## src/rtl/max_reduce_sched.sv

```systemverilog
// Frame-based max-reduction scheduler driving a shared zero-latency 2-operand max datapath.
// Optional approximation-error monitor: define MAX_REDUCE_ERR_MON_EN.
module max_reduce_sched #(
   parameter int DW    = 4,
   parameter int CNT_W = 8,
   parameter int ERR_W = 16
) (
   input  logic             clk,
   input  logic             rst_n,
   input  logic             in_valid,
   output logic             in_ready,
   input  logic [DW-1:0]    in_data,
   input  logic             in_last,
   output logic [DW-1:0]    dp_a,
   output logic [DW-1:0]    dp_b,
   input  logic [DW:0]      dp_res,
   output logic             out_valid,
   input  logic             out_ready,
   output logic [DW-1:0]    out_max,
   output logic [CNT_W-1:0] out_idx,
   output logic [CNT_W-1:0] out_count,
   output logic             out_ovf,
   output logic [ERR_W-1:0] err_count
);

   typedef enum logic [1:0] {IDLE, ACCUM, OUT} state_t;

   localparam logic [CNT_W-1:0] CNT_MAX = '1;
   localparam logic [CNT_W-1:0] CNT_ONE = CNT_W'(1);

   state_t           state, state_nxt;
   logic             accept;
   logic [DW-1:0]    acc, acc_nxt;
   logic [CNT_W-1:0] idx, idx_nxt;
   logic [CNT_W-1:0] cnt, cnt_nxt;
   logic             ovf, ovf_nxt;

   function automatic logic [CNT_W-1:0] sat_inc_cnt(input logic [CNT_W-1:0] v);
      return (v == CNT_MAX) ? v : v + CNT_ONE;
   endfunction

   assign dp_a   = acc;
   assign dp_b   = in_data;
   assign accept = in_valid & in_ready;

   always_ff @(posedge clk or negedge rst_n) begin
      if (!rst_n) state <= IDLE;
      else        state <= state_nxt;
   end

   always_comb begin
      state_nxt = state;
      case (state)
         IDLE, ACCUM: if (accept) state_nxt = in_last ? OUT : ACCUM;
         OUT:         if (out_ready) state_nxt = IDLE;
         default:     state_nxt = IDLE;
      endcase
   end

   always_comb begin
      in_ready  = (state != OUT);
      out_valid = (state == OUT);
   end

   // First beat seeds the accumulator; later beats take the datapath result.
   // Once the count saturates the winning index can no longer be tracked, so it freezes.
   always_comb begin
      acc_nxt = acc;
      idx_nxt = idx;
      cnt_nxt = cnt;
      ovf_nxt = ovf;
      if (accept) begin
         if (state == IDLE) begin
            acc_nxt = in_data;
            idx_nxt = '0;
            cnt_nxt = CNT_ONE;
            ovf_nxt = 1'b0;
         end else begin
            acc_nxt = dp_res[DW-1:0];
            if (dp_res[DW] && !ovf) idx_nxt = cnt;
            cnt_nxt = sat_inc_cnt(cnt);
            if (cnt == CNT_MAX) ovf_nxt = 1'b1;
         end
      end
   end

   always_ff @(posedge clk or negedge rst_n) begin
      if (!rst_n) begin
         acc <= '0;
         idx <= '0;
         cnt <= '0;
         ovf <= 1'b0;
      end else begin
         acc <= acc_nxt;
         idx <= idx_nxt;
         cnt <= cnt_nxt;
         ovf <= ovf_nxt;
      end
   end

   // Result registers load on the closing beat and hold until the next frame closes.
   always_ff @(posedge clk or negedge rst_n) begin
      if (!rst_n) begin
         out_max   <= '0;
         out_idx   <= '0;
         out_count <= '0;
         out_ovf   <= 1'b0;
      end else if (accept && in_last) begin
         out_max   <= acc_nxt;
         out_idx   <= idx_nxt;
         out_count <= cnt_nxt;
         out_ovf   <= ovf_nxt;
      end
   end

`ifdef MAX_REDUCE_ERR_MON_EN
   localparam logic [ERR_W-1:0] ERR_MAX = '1;
   localparam logic [ERR_W-1:0] ERR_ONE = ERR_W'(1);

   logic [DW-1:0] exact_max;

   function automatic logic [ERR_W-1:0] sat_inc_err(input logic [ERR_W-1:0] v);
      return (v == ERR_MAX) ? v : v + ERR_ONE;
   endfunction

   assign exact_max = (in_data > acc) ? in_data : acc;

   // Monitor only: the approximate result still feeds the accumulator.
   always_ff @(posedge clk or negedge rst_n) begin
      if (!rst_n)
         err_count <= '0;
      else if (accept && (state == ACCUM) && (exact_max != dp_res[DW-1:0]))
         err_count <= sat_inc_err(err_count);
   end
`else
   assign err_count = '0;
`endif

endmodule

```

## config.mk

```make
export PLATFORM = sky130hd
export DESIGN_NAME = max_reduce_sched
export DESIGN_NICKNAME = d
export VERILOG_FILES = /design/src/rtl/max_reduce_sched.sv
export SDC_FILE = /design/constraint.sdc
export NUM_CORES = 1
export LEC_CHECK = 0
export CAP_MARGIN = 10
export CELL_PAD_IN_SITES_DETAIL_PLACEMENT = 1
export CELL_PAD_IN_SITES_GLOBAL_PLACEMENT = 2
export CORE_MARGIN = 2
export CORE_UTILIZATION = 31
export DETAILED_ROUTE_END_ITERATION = 7
export PLACE_DENSITY = 0.86
export SLEW_MARGIN = 15
export SYNTH_ARGS = -nofsm -noshare
export SYNTH_HDL_FRONTEND = slang
export SYNTH_SLANG_ARGS = --single-unit
```

## constraint.sdc

```tcl
create_clock -name clk -period 2.5 [get_ports clk]
set_input_delay 0.5 -clock clk [delete_from_list [all_inputs] [get_ports clk]]
set_output_delay 0.5 -clock clk [all_outputs]
set_load 0.05 [all_outputs]
```

# After elaboration in Yosys (flattened, before gate mapping)
# Index checks and enable logic that the tools add are counted.
# classes
eq_ne	6
reduce_logical	6
bitwise	1
n_addsub	1
n_mux	15
# op_table
cell	n
$mux 8	6
$add 8x1->8 const B	1
$eq 8x8->1 const B	1
$mux 4	2
$mux 2	3
$ne 2x2->1 const B	2
$pmux 2 s2	1
$mux 1	3
$eq 2x1->1 const B	1
$eq 2x2->1 const B	1
$logic_and 1x1->1	2
$logic_not 2->1	1
$ne 2x1->1 const B	1
$reduce_and 2->1	1
$reduce_or 2->1	1
$and 1x1->1	1
$logic_not 1->1	1
# word_totals
out_inout_bits	47
reg_bits	44
in_bits	14
wordCells	38

# Logic depth before layout (Yosys ltp)
# depth
ltp_word	5
ltp_mapped	7
depth_no_buf	5

# Worst setup path before layout
# Ideal clock, no wire load.
# synth_path
path_type	flip-flop to output port
startpoint	register state[0]
endpoint	output out_valid
stages_incl_launch_ff	4
t_arrival_ns	1.067
n_path_buf	1
slack_ns	0.933
required_time_ns	2.000
cell_sequence	dfrtp_1 -> nand2b_1 -> buf_6 -> inv_1
# synth_between
elab_chain_len	1
# synth_lines
item	line	text
start: declaration	31	state_t state, state_nxt;
start signal: assignment	48	else state <= state_nxt;
$eq 2x2->1	62	out_valid = (state == OUT);
end: declaration	17	output logic out_valid,
# No other way between the ends.

# Worst setup path in the final report
# layout_path
startpoint	register acc[2], in the netlist dp_a[2]
endpoint	output dp_a[2]
# layout_lines
item	line	text
start: declaration	33	logic [DW-1:0] acc, acc_nxt;
start signal: assignment	94	acc <= acc_nxt;
end: declaration	14	output logic [DW-1:0] dp_a,
# No word-level cell between the ends.

==> metrics.cfg <==
[routing]
drc_errors = 0
wl_mm = 5.00
drt-pass1-iter-count = 6
antenna_left = 0
via_per_inst = 4.86
vias = 1623
wl_per_cell_um = 15.0
drt_iter0_drc = 64

[synth]
synth-edff-count = 0
syn-cell-area_um2 = 2140
synth_top_area_share_pct = 51.4
synthTopCellsByArea = dfrtp_1, buf_4, o21ai_0, mux2i_1, nand2_1
ys_seq_area_share_pct = 51.4
synth_area_leader_cell = dfrtp_1
ys_seq_elements = 44
synth_ff_type = dfrtp_1
syn_inst = 213
synth_cell_types = 40
synth.avg_cell_area_um2 = 10.1
ys.warnings.count = 0
async_flop_share_pct = 100

[critical_path]
crit_family = buffers and inverters
worst_ep_required_time_ns = 2.00
path_max_fanout = 3
cp_cell_sequence = clkdlybuf4s50_1
slowest_stage = clkdlybuf4s50_1
worst-path-buf-inv = 1
crit_arrival_ns = 1.50
cpPeakStageDelay_ns = 0.82
critical_path_class = reg -> out
crit_path_end_kind = output pin
critPathLaunchType = flip-flop

[global_routing]
grt_pass1_vias = 1699
antenna_found_initial = 0
grt_first_pass_wirelength_mm = 8.53
grt_max_degree = 45
grt_overflow = 0
grtUsageTotal_pct = 14.4

[floorplan]
fp-row-count = 30
ios = 61
core-area_um2 = 6760
die_h_um = 87.2
dieArea_um2 = 7600
start_util_pct = 31.7
die_w_um = 87.2

[timing]
finClkSkew_ns = 0.00997
slew_viol_final = 0
hold_ws_ns = 0.255
finalCritPeriodShare_pct = 79.9
worstMarginPinSlew_ns = 0.563
fin_tns_setup_ns = 0
final.setup.worst_slack_ns = 0.503
max_slew_margin_pct = 62.5
hold_viol_final = 0
finalSetupViolCount = 0
fmax_ghz = 0.501
rsz0062_at_grt = no
fin_crit_ns = 2.00

[layout]
areaGrowthSynthToFinish_pct = 24.5
final_core_util_pct = 39.5
register_area_um2 = 1100
nets = 268
num_antenna_cells = 0
n_fill_cell = 766
final_layout_size_suffix_gt1_share_pct = 12.2
multi_input_area_um2 = 865

[placement]
place_congestion = 0.776
place_hpwl_mm = 3.60
numPortBuffers = 44
dp_worst_setup_slack_ns = 0.473

[clock_tree]
cts_tree = done
h-tree-depth = 2
hold_buffers = 0
insertion_delay_ns = 0.30
clockRootBuffer = clkbuf_8
clock_sinks = 44
post_cts_buffers = 0
cts_resized = 0
clkTransAtPathRegs_ns = 0.09
clockBufferDepth = 2
numCtsBuffers = 5

[run_status]
status = complete, no violations

[flow_run]
drv_cap = 0

[pwr]
vdd_drop_max_mv = 0.442
power_density_nw_per_um2 = 876
p_leak_nw = 1.22

[worst_hold_path]
hp-class = in -> async

synth_stat cells (2+ instances only):
cell type / count
clkbuf_1: 2
mux2i_1: 11
a21oi_1: 14
mux2_2: 4
nor2_1: 15
o31ai_1: 2
nand4_1: 2
dfrtp_1: 44
buf_4: 22
o21ai_0: 23
buf_2: 7
nor3b_1: 2
nand3_1: 5
nor3_1: 2
nand2_1: 21
nor2b_1: 4
nand2b_1: 2
a22oi_1: 4
inv_1: 4
and3_1: 2
and2_2: 2
sequential cells by signal (all words and copies together), names as in the netlist:
name       cells
dp_a           4
idx            8
ovf            1
out_max        4
out_ovf        1
state          2
out_idx        8
cnt            8
out_count      8
routing by layer:
metal	up-vias	track usage (%)	wire length (um)
li1	784	-	-
met4	0	4.62	47
met3	6	4.17	190
met2	34	23.0	2470
met1	799	18.9	2300
met5	-	0	0
area by class of cell:
cell class,instances,share of cell area (%)
clock buffer,6,3.10
tap,80,3.75
sequential,44,41.3
clock inverter,2,1.45
timing repair buffer,50,17.4
multi-input combinational,148,32.4
inverter,4,0.563
worst paths after layout:
path | slack, ns | end | from | depth (start not counted)
worst min register to register | 0.48 | out_count[4] | out_count[4] | 2
min in group clk | 0.48 | out_count[4] | out_count[4] | 2
worst max-delay path | 0.50 | dp_a[2] | dp_a[2] | 1
worst min-delay path | 0.26 | dp_a[2] | rst_n | 2
worst max register to register | 0.69 | out_count[1] | cnt[0] | 5
max in group asynchronous | 1.84 | out_max[1] | rst_n | 2
kinds of logic after synthesis:
group / synth area share, %
other: 0.175
muxes: 7.24
buffers and inverters: 10.9
adders and majority gates: 0.584
DFF: 51.4
and+or+nand+nor: 14.9
AOI/OAI and AO/OA: 14.4
xor gates and xnor gates: 0.409
per-stage QoR:
| step | power [mW] | cells | instance area, um^2 |
|---|---|---|---|
| 2_1_floorplan | 1.52 | 228 | 2200 |
| 3_3_place_gp | 1.76 | 326 | 2550 |
| 4_1_cts | 2.37 | 334 | 2670 |
| 6_report | 2.34 | 334 | 2670 |
| 3_5_place_dp | 1.78 | 326 | 2550 |
| 5_1_grt | 2.48 | 334 | 2670 |
cell usage in the layout (no fill, tap or decap), types with 2 or more instances in the layout:
master            n
inv_1             4
and2_2            2
a22oi_1           4
nor3b_1           2
dfrtp_1          44
nand2b_1          2
nor2_1           15
mux2i_1          11
conb_1           16
o21ai_0          23
mux2_2            4
nor3_1            2
clkbuf_8          6
nand3_1           5
nor2b_1           4
a21oi_1          14
o31ai_1           2
nand2_1          21
buf_4            12
clkdlybuf4s50_1  37
nand4_1           2
and3_1            2
power breakdown:
group,internal (mW),switching (mW),total [mW]
clock,0.327,0.253,0.579
sequential,0.828,0.114,0.941
combinational,0.269,0.548,0.817
Note: power is estimated with default switching activity, not from simulation.
